==> src/rtl/alarm_pkg.sv <==
// alarm_pkg: shared definitions for the alarm time entry block.
//   - state_e        : entry FSM state encoding
//   - *_MAX          : per-digit upper bounds for BCD wrap
//   - MASK_*         : blink_mask bit index of each digit
//   - wrap_step4     : wrap-around increment/decrement of a 4-bit BCD digit
package alarm_pkg;

  typedef enum logic [2:0] {
    StIdle,
    StEHr1,
    StEHr0,
    StEMin1,
    StEMin0
  } state_e;

  localparam logic [1:0] HR1_MAX       = 2'd2;
  localparam logic [3:0] HR0_MAX       = 4'd9;
  localparam logic [3:0] HR0_MAX_AT_20 = 4'd3;
  localparam logic [2:0] MIN1_MAX      = 3'd5;
  localparam logic [3:0] MIN0_MAX      = 4'd9;

  localparam int unsigned MASK_HR1  = 3;
  localparam int unsigned MASK_HR0  = 2;
  localparam int unsigned MASK_MIN1 = 1;
  localparam int unsigned MASK_MIN0 = 0;

  // Step a digit up or down inside 0..max, wrapping at both ends.
  function automatic logic [3:0] wrap_step4(input logic [3:0] val, input logic [3:0] max,
                                            input logic up);
    if (up) return (val >= max) ? 4'd0 : val + 4'd1;
    else    return (val == 4'd0) ? max : val - 4'd1;
  endfunction

endpackage

==> src/rtl/btn_cond.sv <==
// btn_cond: conditions one raw push-button into a single-cycle press pulse.
//   clk     in  system clock
//   rst     in  asynchronous reset, active-high (button reads as released)
//   i_btn   in  raw asynchronous button, active-high
//   o_press out one-cycle pulse per accepted press
// Path: 2-flop synchronizer -> debounce counter -> rising-edge pulse.
module btn_cond #(
  parameter logic [19:0] DEB_CYCLES = 20'd1_000_000
) (
  input  logic clk,
  input  logic rst,
  input  logic i_btn,
  output logic o_press
);

  logic        r_sync1;
  logic        r_sync2;
  logic        r_stable;
  logic        r_press;
  logic [19:0] r_cnt;

  // r_cnt counts consecutive samples that disagree with the accepted level; any
  // agreeing sample restarts it, so bounce shorter than DEB_CYCLES is ignored.
  always_ff @(posedge clk or posedge rst) begin
    if (rst) begin
      r_sync1  <= 1'b0;
      r_sync2  <= 1'b0;
      r_stable <= 1'b0;
      r_press  <= 1'b0;
      r_cnt    <= '0;
    end else begin
      r_sync1 <= i_btn;
      r_sync2 <= r_sync1;
      r_press <= 1'b0;
      if (r_sync2 == r_stable) begin
        r_cnt <= '0;
      end else if (r_cnt >= DEB_CYCLES - 20'd1) begin
        r_stable <= r_sync2;
        r_cnt    <= '0;
        r_press  <= r_sync2;
      end else begin
        r_cnt <= r_cnt + 20'd1;
      end
    end
  end

  assign o_press = r_press;

endmodule

==> src/rtl/alarm_time_entry.sv <==
// alarm_time_entry: push-button HH:MM alarm entry with atomic commit.
//   clk, rst                 clock, asynchronous active-high reset
//   btn_mode/inc/dec         raw asynchronous buttons, active-high
//   alarm_hr1..alarm_min0    committed alarm digits (BCD)
//   alarm_load               one-cycle strobe on commit
//   editing                  high while an edit state is active
//   edit_hr1..edit_min0      shadow digits being edited
//   blink_mask               bit3=hr1 .. bit0=min0, selected digit blinks
// Optional: define ALARM_EDIT_TIMEOUT_EN to abort an idle edit after TIMEOUT_CYCLES.
module alarm_time_entry
  import alarm_pkg::*;
#(
  parameter logic [19:0] DEB_CYCLES     = 20'd1_000_000,
  parameter logic [24:0] BLINK_CYCLES   = 25'd12_500_000,
  parameter logic [27:0] TIMEOUT_CYCLES = 28'd250_000_000
) (
  input  logic       clk,
  input  logic       rst,
  input  logic       btn_mode,
  input  logic       btn_inc,
  input  logic       btn_dec,
  output logic [1:0] alarm_hr1,
  output logic [3:0] alarm_hr0,
  output logic [2:0] alarm_min1,
  output logic [3:0] alarm_min0,
  output logic       alarm_load,
  output logic       editing,
  output logic [1:0] edit_hr1,
  output logic [3:0] edit_hr0,
  output logic [2:0] edit_min1,
  output logic [3:0] edit_min0,
  output logic [3:0] blink_mask
);

  logic w_p_mode, w_p_inc, w_p_dec;

  btn_cond #(.DEB_CYCLES(DEB_CYCLES)) u_mode (.clk(clk), .rst(rst), .i_btn(btn_mode), .o_press(w_p_mode));
  btn_cond #(.DEB_CYCLES(DEB_CYCLES)) u_inc  (.clk(clk), .rst(rst), .i_btn(btn_inc),  .o_press(w_p_inc));
  btn_cond #(.DEB_CYCLES(DEB_CYCLES)) u_dec  (.clk(clk), .rst(rst), .i_btn(btn_dec),  .o_press(w_p_dec));

  state_e     r_state, w_state_next;
  logic [1:0] r_alarm_hr1, r_sh_hr1, w_sh_hr1;
  logic [3:0] r_alarm_hr0, r_sh_hr0, w_sh_hr0;
  logic [2:0] r_alarm_min1, r_sh_min1, w_sh_min1;
  logic [3:0] r_alarm_min0, r_sh_min0, w_sh_min0;
  logic       r_load, w_commit, w_inc, w_dec, w_timeout;
  logic [3:0] w_hr0_max;
  logic [24:0] r_blink_cnt;
  logic        r_phase;

`ifdef ALARM_EDIT_TIMEOUT_EN
  logic [27:0] r_to_cnt;
  logic        w_any_press;

  assign w_any_press = w_p_mode | w_p_inc | w_p_dec;
  assign w_timeout   = (r_state != StIdle) && !w_any_press &&
                       (r_to_cnt >= TIMEOUT_CYCLES - 28'd1);

  always_ff @(posedge clk or posedge rst) begin
    if (rst) begin
      r_to_cnt <= '0;
    end else if (r_state == StIdle || w_any_press || w_timeout) begin
      r_to_cnt <= '0;
    end else begin
      r_to_cnt <= r_to_cnt + 28'd1;
    end
  end
`else
  logic w_unused_timeout;
  assign w_unused_timeout = ^TIMEOUT_CYCLES;
  assign w_timeout        = 1'b0;
`endif

  // Mode wins over inc/dec; simultaneous inc+dec cancel each other.
  assign w_inc = w_p_inc & ~w_p_dec & ~w_p_mode;
  assign w_dec = w_p_dec & ~w_p_inc & ~w_p_mode;

  always_comb begin
    w_state_next = r_state;
    w_sh_hr1     = r_sh_hr1;
    w_sh_hr0     = r_sh_hr0;
    w_sh_min1    = r_sh_min1;
    w_sh_min0    = r_sh_min0;
    w_commit     = 1'b0;
    w_hr0_max    = (r_sh_hr1 == HR1_MAX) ? HR0_MAX_AT_20 : HR0_MAX;
    unique case (r_state)
      StIdle: begin
        if (w_p_mode) begin
          w_state_next = StEHr1;
          w_sh_hr1     = r_alarm_hr1;
          w_sh_hr0     = r_alarm_hr0;
          w_sh_min1    = r_alarm_min1;
          w_sh_min0    = r_alarm_min0;
        end
      end
      StEHr1: begin
        if (w_p_mode)   w_state_next = StEHr0;
        else if (w_inc) w_sh_hr1 = (r_sh_hr1 == HR1_MAX) ? 2'd0 : r_sh_hr1 + 2'd1;
        else if (w_dec) w_sh_hr1 = (r_sh_hr1 == 2'd0) ? HR1_MAX : r_sh_hr1 - 2'd1;
      end
      StEHr0: begin
        if (w_p_mode)            w_state_next = StEMin1;
        else if (w_inc || w_dec) w_sh_hr0 = wrap_step4(r_sh_hr0, w_hr0_max, w_inc);
      end
      StEMin1: begin
        if (w_p_mode)   w_state_next = StEMin0;
        else if (w_inc) w_sh_min1 = (r_sh_min1 >= MIN1_MAX) ? 3'd0 : r_sh_min1 + 3'd1;
        else if (w_dec) w_sh_min1 = (r_sh_min1 == 3'd0) ? MIN1_MAX : r_sh_min1 - 3'd1;
      end
      StEMin0: begin
        if (w_p_mode) begin
          w_state_next = StIdle;
          w_commit     = 1'b1;
        end else if (w_inc || w_dec) begin
          w_sh_min0 = wrap_step4(r_sh_min0, MIN0_MAX, w_inc);
        end
      end
      default: w_state_next = StIdle;
    endcase
    // Keep the shadow a legal time when hr1 becomes 2.
    if (w_sh_hr1 == HR1_MAX && w_sh_hr0 > HR0_MAX_AT_20) w_sh_hr0 = HR0_MAX_AT_20;
    if (w_timeout) begin
      w_state_next = StIdle;
      w_sh_hr1     = r_alarm_hr1;
      w_sh_hr0     = r_alarm_hr0;
      w_sh_min1    = r_alarm_min1;
      w_sh_min0    = r_alarm_min0;
    end
  end

  always_ff @(posedge clk or posedge rst) begin
    if (rst) begin
      r_state      <= StIdle;
      r_alarm_hr1  <= '0;
      r_alarm_hr0  <= '0;
      r_alarm_min1 <= '0;
      r_alarm_min0 <= '0;
      r_sh_hr1     <= '0;
      r_sh_hr0     <= '0;
      r_sh_min1    <= '0;
      r_sh_min0    <= '0;
      r_load       <= 1'b0;
    end else begin
      r_state   <= w_state_next;
      r_sh_hr1  <= w_sh_hr1;
      r_sh_hr0  <= w_sh_hr0;
      r_sh_min1 <= w_sh_min1;
      r_sh_min0 <= w_sh_min0;
      r_load    <= w_commit;
      if (w_commit) begin
        r_alarm_hr1  <= r_sh_hr1;
        r_alarm_hr0  <= r_sh_hr0;
        r_alarm_min1 <= r_sh_min1;
        r_alarm_min0 <= r_sh_min0;
      end
    end
  end

  // Blink phase restarts high whenever the state changes.
  always_ff @(posedge clk or posedge rst) begin
    if (rst) begin
      r_blink_cnt <= '0;
      r_phase     <= 1'b1;
    end else if (w_state_next != r_state) begin
      r_blink_cnt <= '0;
      r_phase     <= 1'b1;
    end else if (r_state != StIdle) begin
      if (r_blink_cnt >= BLINK_CYCLES - 25'd1) begin
        r_blink_cnt <= '0;
        r_phase     <= ~r_phase;
      end else begin
        r_blink_cnt <= r_blink_cnt + 25'd1;
      end
    end
  end

  always_comb begin
    blink_mask = 4'b0000;
    unique case (r_state)
      StEHr1:  blink_mask[MASK_HR1]  = r_phase;
      StEHr0:  blink_mask[MASK_HR0]  = r_phase;
      StEMin1: blink_mask[MASK_MIN1] = r_phase;
      StEMin0: blink_mask[MASK_MIN0] = r_phase;
      default: blink_mask = 4'b0000;
    endcase
  end

  assign alarm_hr1  = r_alarm_hr1;
  assign alarm_hr0  = r_alarm_hr0;
  assign alarm_min1 = r_alarm_min1;
  assign alarm_min0 = r_alarm_min0;
  assign alarm_load = r_load;
  assign editing    = (r_state != StIdle);
  assign edit_hr1   = r_sh_hr1;
  assign edit_hr0   = r_sh_hr0;
  assign edit_min1  = r_sh_min1;
  assign edit_min0  = r_sh_min0;

endmodule

==> config.mk <==
export PLATFORM = sky130hd
export DESIGN_NAME = alarm_time_entry
export DESIGN_NICKNAME = d
export VERILOG_FILES = /design/src/rtl/alarm_pkg.sv /design/src/rtl/btn_cond.sv /design/src/rtl/alarm_time_entry.sv
export SDC_FILE = /design/constraint.sdc
export NUM_CORES = 1
export LEC_CHECK = 0
export BUFFER_PORTS_ARGS = -buffer_cell sky130_fd_sc_hd__clkbuf_2
export CORE_ASPECT_RATIO = 0.5
export CORE_UTILIZATION = 40
export CTS_CLUSTER_DIAMETER = 30
export CTS_CLUSTER_SIZE = 14
export DETAILED_ROUTE_END_ITERATION = 12
export PLACE_DENSITY = 0.53
export SYNTH_ARGS = -nofsm -noshare
export SYNTH_HDL_FRONTEND = slang
export SYNTH_HIERARCHICAL = 1
export SYNTH_SLANG_ARGS = --single-unit
==> constraint.sdc <==
create_clock -name clk -period 2.4 [get_ports clk]
set_input_delay 0.36 -clock clk [delete_from_list [all_inputs] [get_ports clk]]
set_output_delay 0.36 -clock clk [all_outputs]
set_load 0.01 [all_outputs]
==> Flow_metrics.wiki, run 1 <==
{| class="wikitable"
! Metric !! Value
|-
| Category of the most critical setup path || flop to flop
|-
| Status || completed
|-
| Vias/cell || 5.23
|-
| Number of synthesized register bits || ~130
|-
| Clk_lat worst skew || roughly 0.42 ns
|-
| Average size of a mapped cell || roughly 9.4 µm²
|-
| Maximum number of pins on one net before global-route repair || between 50 and 60
|-
| Clk root buf || sky130_fd_sc_hd__clkbuf_16
|-
| Total track usage || 0.173
|-
| Via count of the first global-routing pass || 5,069
|-
| Number of buffers created by CTS || 17
|-
| Most instantiated flip-flop cell in the synthesis netlist || sky130_fd_sc_hd__dfrtp_1
|-
| Class of the tightest hold or removal check || input port to flop
|-
| Die span in x || between 150 and 200 µm
|-
| Proportion of layout cells with a drive suffix above 1 || 0.161
|-
| Post-route fraction of the period consumed by the critical path || 0.919
|-
| Async set-reset flop share out of synthesis || 1.00
|-
| Area growth from synthesis to final layout || 18.1%
|-
| Start point of the worst min-delay path || btn_dec
|-
| Crit path max fanout || 13
|-
| Tightest Pin Transition || 0.747 ns
|-
| Routed vias || approximately 5,400
|-
| Number of different library cells in the post-synthesis netlist || 59
|-
| Share of the yosys chip area belonging to registers || 0.469
|-
| Number of filler cells placed in the layout || 1,531
|-
| Reg2Reg Capture Point || r_blink_cnt[19]
|-
| IO buf count || 36
|-
| Count of endpoints failing hold in the final timing report || 0
|-
| Netlist area before placement || 6840 µm²
|-
| Worst Hold Path Cells || 1
|-
| Nature of the critical path startpoint || flop
|-
| Routability Congestion || 0.872
|-
| Final wirelength || 14.1 mm
|-
| Final number of max-transition violations || 0
|-
| Antenna violations before repair || 0
|-
| Setup slack on the worst flop-to-flop path || about 0.2 ns
|-
| Post-synth EDFFs || 0
|-
| Element type at the critical path end || flop
|-
| Core area || 16,600 µm²
|-
| Min setup slack post-route || 0.195 ns
|-
| CTS tree || built
|-
| Worst vdd rail ir drop || 0.000519 V
|-
| Number of optimization iterations in the first detailed-route pass || 4
|-
| CTS sink count || ~130
|-
| Non-filler instance count after layout || around 1,000
|-
| Max-slew headroom at the worst pin || 0.497
|-
| Num rows || 33
|-
| Overall overflow remaining after global route || 0
|-
| Worst Clk Skew || around 0.0095 ns
|-
| Layout net count || a little over 800
|-
| Most common cell after layout, fill and taps aside || sky130_fd_sc_hd__dfrtp_1
|-
| Initial DRC count || 270
|-
| Power per cell area || 649 nW/µm²
|-
| Initial standard-cell utilization of the core || 0.413
|-
| Final setup violation count || 0
|-
| Total number of yosys warnings || 6
|-
| Final ANT Viol Nets || 0
|-
| Total Neg Setup Slack || 0 ns
|-
| Max-capacitance violation count || 0
|-
| Final HPWL from detailed placement || slightly below 10 mm
|-
| Destination of the worst hold path || u_dec/r_sync1
|-
| CTS H-tree depth || 4
|-
| Worst-path clk slew || 0.06 ns
|-
| Worst Setup Slack post-DPL || 0.137 ns
|-
| Vert. Die Dim || between 90 and 100 µm
|-
| Ant diodes || 0
|-
| Setup repair after global routing missed its margin || no
|-
| Post-synthesis cell count || 724
|-
| Maximum buffer depth of the clock tree || 2
|-
| Average routed wire per standard cell || approximately 14 µm
|-
| Overall die area || roughly 18,000 µm²
|-
| Ports placed on the boundary || 37
|-
| Worst Reg-to-Reg Cells || 6
|-
| Remaining design rule violation count || 0
|-
| Highest-count cells in the layout ignoring fill and taps || sky130_fd_sc_hd__dfrtp_1, sky130_fd_sc_hd__nor2_1, sky130_fd_sc_hd__nand2_1
|-
| Source of the worst register-to-register timing path || r_state[2]
|-
| Syn Nets || 748
|-
| Tmin final || approximately 2.2 ns
|-
| Global-route wire length before repair || 24.5 mm
|-
| Required time worst endpoint || 2.71 ns
|-
| P_leak || roughly 0.0035 µW
|-
| Critical Path AT || 2.51 ns
|-
| Fmax || approximately 0.45 GHz
|-
| Number of cells in the design after placement || 989
|}
[worst max-delay path by stage]
stage | slack, ns | endpoint | start
final | 0.20 | r_blink_cnt[19] | r_state[2]
after global routing | 0.004 | r_blink_cnt[19] | r_state[2]
after CTS | 0.1 | edit_hr0[0] | edit_hr1[0]
after detailed placement | 0.14 | edit_hr0[0] | edit_hr1[0]
after global placement | 0.16 | r_blink_cnt[20] | r_state[2]
after floorplan | 0.23 | edit_hr0[0] | edit_hr1[0]
[synth_stat cells (9+ instances only)]
library cell	count	share of area
sky130_fd_sc_hd__a21oi_1	44	0.032
sky130_fd_sc_hd__and3_1	9	0.0082
sky130_fd_sc_hd__clkbuf_1	16	0.0088
sky130_fd_sc_hd__dfrtp_1	127	0.46
sky130_fd_sc_hd__ha_1	19	0.035
sky130_fd_sc_hd__inv_1	38	0.021
sky130_fd_sc_hd__mux2_2	15	0.025
sky130_fd_sc_hd__nand2_1	58	0.032
sky130_fd_sc_hd__nand3_1	34	0.025
sky130_fd_sc_hd__nand4_1	9	0.0082
sky130_fd_sc_hd__nor2_1	82	0.045
sky130_fd_sc_hd__nor3_1	23	0.017
sky130_fd_sc_hd__nor4_1	12	0.011
sky130_fd_sc_hd__o21ai_0	39	0.029
sky130_fd_sc_hd__or3_1	20	0.018
sky130_fd_sc_hd__xnor2_1	38	0.049
sky130_fd_sc_hd__xor2_1	21	0.027
[where the power goes]
part / leakage (µW) / switching, µW / internal, µW
Sequential: 0.00176 / 18.2 / 2180
Clock: 0.000310 / 996 / 1950
Combinational: 0.00145 / 71.9 / 24.8
[stage by stage]
stage	hold WS (ns)	utilization	area, µm²	power [µW]
3_3_place_gp	0.333	0.446	7380	2330
3_5_place_dp	0.346	0.446	7380	2330
4_1_cts	0.0316	0.487	8060	5310
5_1_grt	0.0389	0.488	8080	5430
2_1_floorplan	0.331	-	6840	2300
6_report	0.0496	0.488	8080	5240
[worst max-delay path: stages, from the launching register on]
cell	delay, ns
sky130_fd_sc_hd__dfrtp_1	0.59
sky130_fd_sc_hd__nor4_1	0.14
sky130_fd_sc_hd__or4b_1	0.69
sky130_fd_sc_hd__nor4_4	0.32
sky130_fd_sc_hd__nand3_1	0.14
sky130_fd_sc_hd__xor2_1	0.15
sky130_fd_sc_hd__nor2_1	0.05
[sequential cells by signal, summed over array words and instances, names as in the netlist, 2 cells and up]
| name | count |
|---|---|
| edit_min0 | 4 |
| u_mode/r_cnt | 20 |
| alarm_min0 | 4 |
| edit_hr1 | 2 |
| u_inc/r_cnt | 20 |
| edit_hr0 | 4 |
| u_dec/r_cnt | 20 |
| edit_min1 | 3 |
| alarm_hr0 | 4 |
| alarm_hr1 | 2 |
| r_blink_cnt | 25 |
| alarm_min1 | 3 |
| r_state | 3 |
[repair_timing]
action | in CTS | in global routing
setup buffers | 0 | 0
setup endpoints to repair | 0 | 3
hold endpoints to repair | 8 | 0
resized for setup | 0 | 3
hold buffers | 1 | 0
[cells by family (layout without fill, tap and decap cells)]
family                     count (synthesis)  count (layout)  synth area share
and+or+nand+nor                          296             296             0.224
AOI/OAI and AO/OA                        140             140             0.127
DFF                                      128             128             0.469
buffers and inverters                     63             134            0.0390
xor gates and xnor gates                  59              59            0.0756
adders and majority gates                 19              19            0.0348
muxes                                     19              19            0.0306
[routing by layer]
metal | GRT usage | wire, µm | up-vias
met2 | 0.267 | 6100 | 68
met4 | 0.0656 | 205 | 0
met5 | 0 | 0 | -
met1 | 0.238 | 7320 | 2583
met3 | 0.0405 | 445 | 22
li1 | - | - | 2677
[final cells by class]
| class | count | area, µm² | area share |
|---|---|---|---|
| inverters | 38 | 143 | 0.0177 |
| clock buffers | 19 | 433 | 0.0536 |
| repair buffers | 64 | 393 | 0.0486 |
| well taps | 227 | 284 | 0.0352 |
| clock inverters | 13 | 236 | 0.0293 |
| multi-input cells | 533 | 3380 | 0.419 |
| flip-flops and latches | 128 | 3200 | 0.397 |
No activity file was read; power rests on OpenSTA's default activity.
==> run 2, diff against run 1 <==
--- a/config.mk
+++ b/config.mk
@@ -11,6 +11,7 @@
 export CTS_CLUSTER_DIAMETER = 30
 export CTS_CLUSTER_SIZE = 14
 export DETAILED_ROUTE_END_ITERATION = 12
+export MAX_ROUTING_LAYER = met4
 export PLACE_DENSITY = 0.53
 export SYNTH_ARGS = -nofsm -noshare
 export SYNTH_HDL_FRONTEND = slang
==> Flow_metrics.wiki, run 2 (synthesized netlist as in run 1, its figures left out) <==
{| class="wikitable"
! Metric !! Value
|-
| Status || completed
|-
| Proportion of layout cells with a drive suffix above 1 || 0.161 (unchanged)
|-
| Total track usage || 0.179 (+0.00560)
|-
| Min setup slack post-route || 0.196 ns (+0.000239 ns)
|-
| Number of filler cells placed in the layout || 1,531 (unchanged)
|-
| P_leak || 0.00353 µW (unchanged)
|-
| Flip-flop count of the largest register after layout || 25 (unchanged)
|-
| Num rows || 33 (unchanged)
|-
| Sw Pwr || 1080 µW (-0.31%)
|-
| Ant diodes || 0 (unchanged)
|-
| Crit path max fanout || 13 (unchanged)
|-
| Via count of the first global-routing pass || 5,064 (-0.099%)
|-
| Max-slew headroom at the worst pin || 0.497 (unchanged)
|-
| Average routed wire per standard cell || 13.8 µm (about the same)
|-
| Initial DRC count || 258 (-4.4%)
|-
| IO buf count || 36 (unchanged)
|-
| Portion of total power attributed to combinational logic || 0.019 (about the same)
|-
| CTS tree || built
|-
| Number of buffers created by CTS || 17 (unchanged)
|-
| CTS H-tree depth || 4 (unchanged)
|-
| Class of the tightest hold or removal check || input port to flop
|-
| Antenna violations before repair || 0 (unchanged)
|-
| Post-detailed-placement cell area || 7380 µm² (unchanged)
|-
| Worst vdd rail ir drop || 0.000516 V (-0.55%)
|-
| Vias/cell || 5.25 (+0.28%)
|-
| Total Neg Setup Slack || 0 ns (unchanged)
|-
| Fraction of power spent switching nets || 0.207 (-0.000524)
|-
| Worst-path clk slew || 0.06 ns (about the same)
|-
| Final ANT Viol Nets || 0 (unchanged)
|-
| Ordered list of cells on the worst path || nor4_1 > or4b_1 > nor4_4 > nand3_1 > xor2_1 > nor2_1
|-
| Worst Hold Path Cells || 1 (unchanged)
|-
| Clk_lat worst skew || 0.42 ns (about the same)
|-
| Sequential Area || 3200 µm² (unchanged)
|-
| Initial standard-cell utilization of the core || 0.413 (unchanged)
|-
| Highest-count cells in the layout ignoring fill and taps || sky130_fd_sc_hd__dfrtp_1, sky130_fd_sc_hd__nor2_1, sky130_fd_sc_hd__nand2_1
|-
| Required time worst endpoint || 2.71 ns (about the same)
|-
| Tmin final || 2.20 ns (-0.000239 ns)
|-
| Clk root buf || sky130_fd_sc_hd__clkbuf_16
|-
| Element type at the critical path end || flop
|-
| Number of post-CTS setup repair buffers || 0 (unchanged)
|-
| Category of the most critical setup path || flop to flop
|-
| Delay of the slowest cell on the worst path || 0.69 ns (about the same)
|-
| Final number of max-transition violations || 0 (unchanged)
|-
| Max-capacitance violation count || 0 (unchanged)
|-
| Ports placed on the boundary || 37 (unchanged)
|-
| Number of optimization iterations in the first detailed-route pass || 5 (+1)
|-
| Most common cell after layout, fill and taps aside || sky130_fd_sc_hd__dfrtp_1
|-
| Global-route wire length before repair || 24.5 mm (about the same)
|-
| Total power of the final layout || 5240 µW (about the same)
|-
| Final setup violation count || 0 (unchanged)
|-
| Internal power consumption || 4150 µW (about the same)
|-
| Routed vias || 5,365 (+0.28%)
|-
| Final wirelength || 14.1 mm (about the same)
|-
| Critical Path AT || 2.51 ns (about the same)
|-
| Count of endpoints failing hold in the final timing report || 0 (unchanged)
|-
| Layout net count || 806 (unchanged)
|-
| Cell type of the slowest stage on the worst timing path || sky130_fd_sc_hd__or4b_1
|-
| Post-layout utilization of the core || 0.488 (unchanged)
|-
| Die span in x || 187 µm (unchanged)
|-
| Footprint of the multi-input gates || 3380 µm² (unchanged)
|-
| Tightest Pin Transition || 0.747 ns (unchanged)
|-
| Vert. Die Dim || 94.5 µm (unchanged)
|-
| Overall overflow remaining after global route || 0 (unchanged)
|-
| Area growth from synthesis to final layout || 18.1% (unchanged)
|-
| Routability Congestion || 0.886 (+1.6%)
|-
| CTS sink count || 128 (unchanged)
|-
| Core area || 16,600 µm² (unchanged)
|-
| Worst Clk Skew || 0.00946 ns (-0.0000173 ns)
|-
| Worst Reg-to-Reg Cells || 6 (unchanged)
|-
| Overall die area || 17,700 µm² (unchanged)
|-
| Final HPWL from detailed placement || 9.69 mm (unchanged)
|-
| Top register by number of flip-flops || r_blink_cnt
|-
| Power per cell area || 648 nW/µm² (about the same)
|-
| Post-route fraction of the period consumed by the critical path || 0.918 (about the same)
|-
| Worst Setup Slack post-DPL || 0.137 ns (unchanged)
|-
| Maximum number of pins on one net before global-route repair || 57 (unchanged)
|-
| Proportion of power drawn by the clock network || 0.562 (about the same)
|-
| Fmax || 0.454 GHz (about the same)
|-
| Nature of the critical path startpoint || flop
|-
| Part of the power in registers || 0.419 (about the same)
|-
| Maximum buffer depth of the clock tree || 2 (unchanged)
|-
| Setup repair after global routing missed its margin || no
|-
| Post-route cell area || 8080 µm² (unchanged)
|-
| Remaining design rule violation count || 0 (unchanged)
|}
==> run 2: cell counts in the layout (fill, tap and decap cells not counted) <==
No cell type changed its count.
==> run 2: worst paths after layout <==
kind,start,to,slack [ns]
min in group asynchronous,rst,u_inc/r_cnt[18],0.50
worst max register to register,r_state[2],r_blink_cnt[19],0.20
worst max-delay path,r_state[2],r_blink_cnt[19],0.20
worst min register to register,u_dec/r_sync1,u_dec/r_sync2,0.35
max in group asynchronous,rst,edit_min0[0],1.17
worst min-delay path,btn_dec,u_dec/r_sync1,0.05
==> run 2: repair_timing <==
| action | in CTS | in global routing |
|---|---|---|
| hold buffers | 1 | 0 |
| hold endpoints to repair | 8 | 0 |
| endpoints found under the setup margin | 0 | 3 |
| gates resized for setup | 0 | 3 |
==> run 2: final cells by class <==
type,count,area share
Multi-Input combinational cell,533,0.419
Sequential cell,128,0.397
Clock buffer,19,0.0536
Timing Repair Buffer,64,0.0486
Tap cell,227,0.0352
Clock inverter,13,0.0293
Inverter,38,0.0177
==> run 2: layer usage <==
layer | share of wire | global-route usage
met1 | 0.52 | 0.239
met2 | 0.44 | 0.267
met3 | 0.031 | 0.0401
met4 | 0.014 | 0.0656
met5 | 0 | -
==> run 2: per-stage QoR <==
stage,instances,hold WS (ns)
final,1022,0.0513
after global routing,1022,0.0389
after CTS,1022,0.0316
after detailed placement,989,0.346
after global placement,989,0.333
after floorplan,724,0.331
==> run 2: power by group through the flow <==
stage	clock, µW	combinational [µW]	sequential (µW)
6_report	2940	96.9	2190
4_1_cts	3010	103	2190
3_3_place_gp	0	101	2230
3_5_place_dp	0	101	2230
2_1_floorplan	0	70.0	2230
5_1_grt	3120	115	2200
==> run 2: worst max-delay path: cells and delay by family, from the launching register on <==
family | cells | cell delay, ns
xor gates and xnor gates | 1 | 0.15
DFF | 1 | 0.59
and+or+nand+nor | 5 | 1.34
==> run 3, diff against run 2 <==
--- a/config.mk
+++ b/config.mk
@@ -8,6 +8,7 @@
 export BUFFER_PORTS_ARGS = -buffer_cell sky130_fd_sc_hd__clkbuf_2
 export CORE_ASPECT_RATIO = 0.5
 export CORE_UTILIZATION = 40
+export CTS_BUF_LIST = sky130_fd_sc_hd__clkbuf_4
 export CTS_CLUSTER_DIAMETER = 30
 export CTS_CLUSTER_SIZE = 14
 export DETAILED_ROUTE_END_ITERATION = 12
==> Flow_metrics.wiki, run 3 (synthesized netlist as in run 1, its figures left out) <==
{| class="wikitable"
! Metric !! Value
|-
| Status || completed
|-
| Final wirelength || 14.0 mm (-0.15%)
|-
| Maximum number of pins on one net before global-route repair || 57 (unchanged)
|-
| Remaining design rule violation count || 0 (unchanged)
|-
| Element type at the critical path end || flop
|-
| Setup repair after global routing missed its margin || no
|-
| CTS sink count || 128 (unchanged)
|-
| CTS tree || built
|-
| Fraction of power spent switching nets || 0.227 (+0.0206)
|-
| Category of the most critical setup path || flop to flop
|-
| Footprint of the multi-input gates || 3390 µm² (+0.15%)
|-
| Count of endpoints failing hold in the final timing report || 0 (unchanged)
|-
| Total Neg Setup Slack || 0 ns (unchanged)
|-
| Layout net count || 809 (+0.37%)
|-
| Flip-flop count of the largest register after layout || 25 (unchanged)
|-
| Class of the tightest hold or removal check || input port to asynchronous set/reset pin
|-
| Met1 Usage GRT || 0.238 (-0.00147)
|-
| Antenna violations before repair || 0 (unchanged)
|-
| Final setup violation count || 0 (unchanged)
|-
| Most common cell after layout, fill and taps aside || sky130_fd_sc_hd__dfrtp_1
|-
| Area growth from synthesis to final layout || 14.4%
|-
| Num rows || 33 (unchanged)
|-
| Sw Pwr || 961 µW (-11%)
|-
| Number of buffers created by CTS || 17 (unchanged)
|-
| Maximum buffer depth of the clock tree || 2 (unchanged)
|-
| Proportion of power drawn by the clock network || 0.458 (-0.104)
|-
| Portion of total power attributed to combinational logic || 0.024 (+0.005)
|-
| Ports placed on the boundary || 37 (unchanged)
|-
| Routed vias || 5,346 (-0.35%)
|-
| Die span in x || 187 µm (unchanged)
|-
| Nature of the critical path startpoint || flop
|-
| Met2 usage in global routing || 0.267 (+0.000622)
|-
| Max-slew headroom at the worst pin || 0.493 (-0.00421)
|-
| Global-route track usage on met3 || 0.0424 (+0.00223)
|-
| Tightest Pin Transition || 0.754 ns (+0.00625 ns)
|-
| Number of filler cells placed in the layout || 1,576 (+2.9%)
|-
| Worst vdd rail ir drop || 0.000319 V (-38%)
|-
| Vert. Die Dim || 94.5 µm (unchanged)
|-
| IO buf count || 36 (unchanged)
|-
| Initial DRC count || 247 (-4.3%)
|-
| Vias/cell || 5.21 (-0.74%)
|-
| CTS H-tree depth || 4 (unchanged)
|-
| Post-route fraction of the period consumed by the critical path || 0.932 (+0.0140)
|-
| Sequential Area || 3210 µm² (about the same)
|-
| Critical Path AT || 2.69 ns (+0.18 ns)
|-
| Average routed wire per standard cell || 13.7 µm (-0.54%)
|-
| Global-route wire length before repair || 24.3 mm (-0.79%)
|-
| Number of post-CTS setup repair buffers || 0 (unchanged)
|-
| Proportion of layout cells with a drive suffix above 1 || 0.165 (+0.00441)
|-
| Core area || 16,600 µm² (unchanged)
|-
| Number of optimization iterations in the first detailed-route pass || 4 (-1)
|-
| Top register by number of flip-flops || r_blink_cnt
|-
| P_leak || 0.00342 µW (-3.1%)
|-
| Via count of the first global-routing pass || 5,045 (-0.38%)
|-
| Final ANT Viol Nets || 0 (unchanged)
|-
| Total track usage || 0.176 (-0.00242)
|-
| Highest-count cells in the layout ignoring fill and taps || sky130_fd_sc_hd__dfrtp_1, sky130_fd_sc_hd__nor2_1, sky130_fd_sc_hd__nand2_1
|-
| Part of the power in registers || 0.519 (+0.100)
|-
| Max-capacitance violation count || 0 (unchanged)
|-
| Overall die area || 17,700 µm² (unchanged)
|-
| Clk root buf || sky130_fd_sc_hd__clkbuf_4
|-
| Required time worst endpoint || 2.85 ns (+0.14 ns)
|-
| Worst-path clk slew || 0.14 ns (+0.08 ns)
|-
| Fmax || 0.447 GHz (-1.5%)
|-
| Min setup slack post-route || 0.162 ns (-0.0336 ns)
|-
| Routability Congestion || 0.886 (unchanged)
|-
| Initial standard-cell utilization of the core || 0.413 (unchanged)
|-
| Power per cell area || 540 nW/µm² (-17%)
|-
| Most congested layer reported by global routing || met2
|-
| Worst Setup Slack post-DPL || 0.137 ns (unchanged)
|-
| Worst Clk Skew || 0.0256 ns (+0.0161 ns)
|-
| Clk_lat worst skew || 0.54 ns (+0.12 ns)
|-
| Overall overflow remaining after global route || 0 (unchanged)
|-
| Final number of max-transition violations || 0 (unchanged)
|-
| Tmin final || 2.24 ns (+0.0336 ns)
|-
| Crit path max fanout || 11 (-2)
|-
| Internal power consumption || 3260 µW (-21%)
|-
| Final HPWL from detailed placement || 9.69 mm (unchanged)
|}
## run 3: through the flow
| stage | instance area [µm²] | std cells | hold WS, ns | util | total power [µW] |
|---|---|---|---|---|---|
| detailed placement | 7380 | 989 | 0.346 | 0.446 | 2330 |
| global route | 7820 | 1025 | 0.361 | 0.473 | 4410 |
| finish | 7830 | 1026 | 0.353 | 0.473 | 4230 |
| floorplan | 6840 | 724 | 0.331 | - | 2300 |
| global placement | 7380 | 989 | 0.333 | 0.446 | 2330 |
| CTS | 7800 | 1025 | 0.341 | 0.471 | 4290 |
## run 3: power groups by stage
stage / logic [µW] / clock network, µW / registers, µW
after floorplan: 70.0 / 0 / 2230
after global placement: 101 / 0 / 2230
after detailed placement: 101 / 0 / 2230
after CTS: 106 / 1990 / 2190
after global routing: 119 / 2100 / 2200
final: 101 / 1930 / 2190
## run 3: path summary, 6_finish.rpt
| kind | to | depth (start not counted) | slack (ns) | startpoint |
|---|---|---|---|---|
| max reg2reg | edit_hr0[0] | 6 | 0.16 | u_mode/o_press |
| min reg2reg | u_dec/r_sync2 | 0 | 0.37 | u_dec/r_sync1 |
| max in group asynchronous | r_state[2] | 4 | 1.26 | rst |
| min | u_inc/r_cnt[16] | 3 | 0.35 | rst |
| max | edit_hr0[0] | 6 | 0.16 | u_mode/o_press |
| min in group clk | u_dec/r_sync2 | 0 | 0.37 | u_dec/r_sync1 |
## run 3: critical path, stage by stage (launching register included)
cell                       delay (ns)
sky130_fd_sc_hd__dfrtp_1         0.51
sky130_fd_sc_hd__or3b_2          0.66
sky130_fd_sc_hd__o221ai_1        0.25
sky130_fd_sc_hd__o221ai_1        0.21
sky130_fd_sc_hd__nor2b_1         0.30
sky130_fd_sc_hd__o41ai_2         0.14
sky130_fd_sc_hd__o21ai_1         0.10
## run 3: metal layers
layer | share of wire | routed length (µm)
met4 | 0.0090 | 126
met2 | 0.43 | 6010
met3 | 0.028 | 391
met5 | 0 | 0
met1 | 0.54 | 7520
## run 3: final cells by class
cell class                      instances  share of cell area
Timing Repair Buffer                   67              0.0540
Inverter                               38              0.0182
Multi-Input combinational cell        533               0.433
Sequential cell                       128               0.410
Clock buffer                           19              0.0182
Clock inverter                         13              0.0302
Tap cell                              227              0.0363
Antenna cell                            1            0.000320
## run 3: repair_timing
action	CTS	global route
hold buffers	4	0
gates resized for setup	0	5
setup endpoints to repair	0	5
hold endpoints to repair	59	0
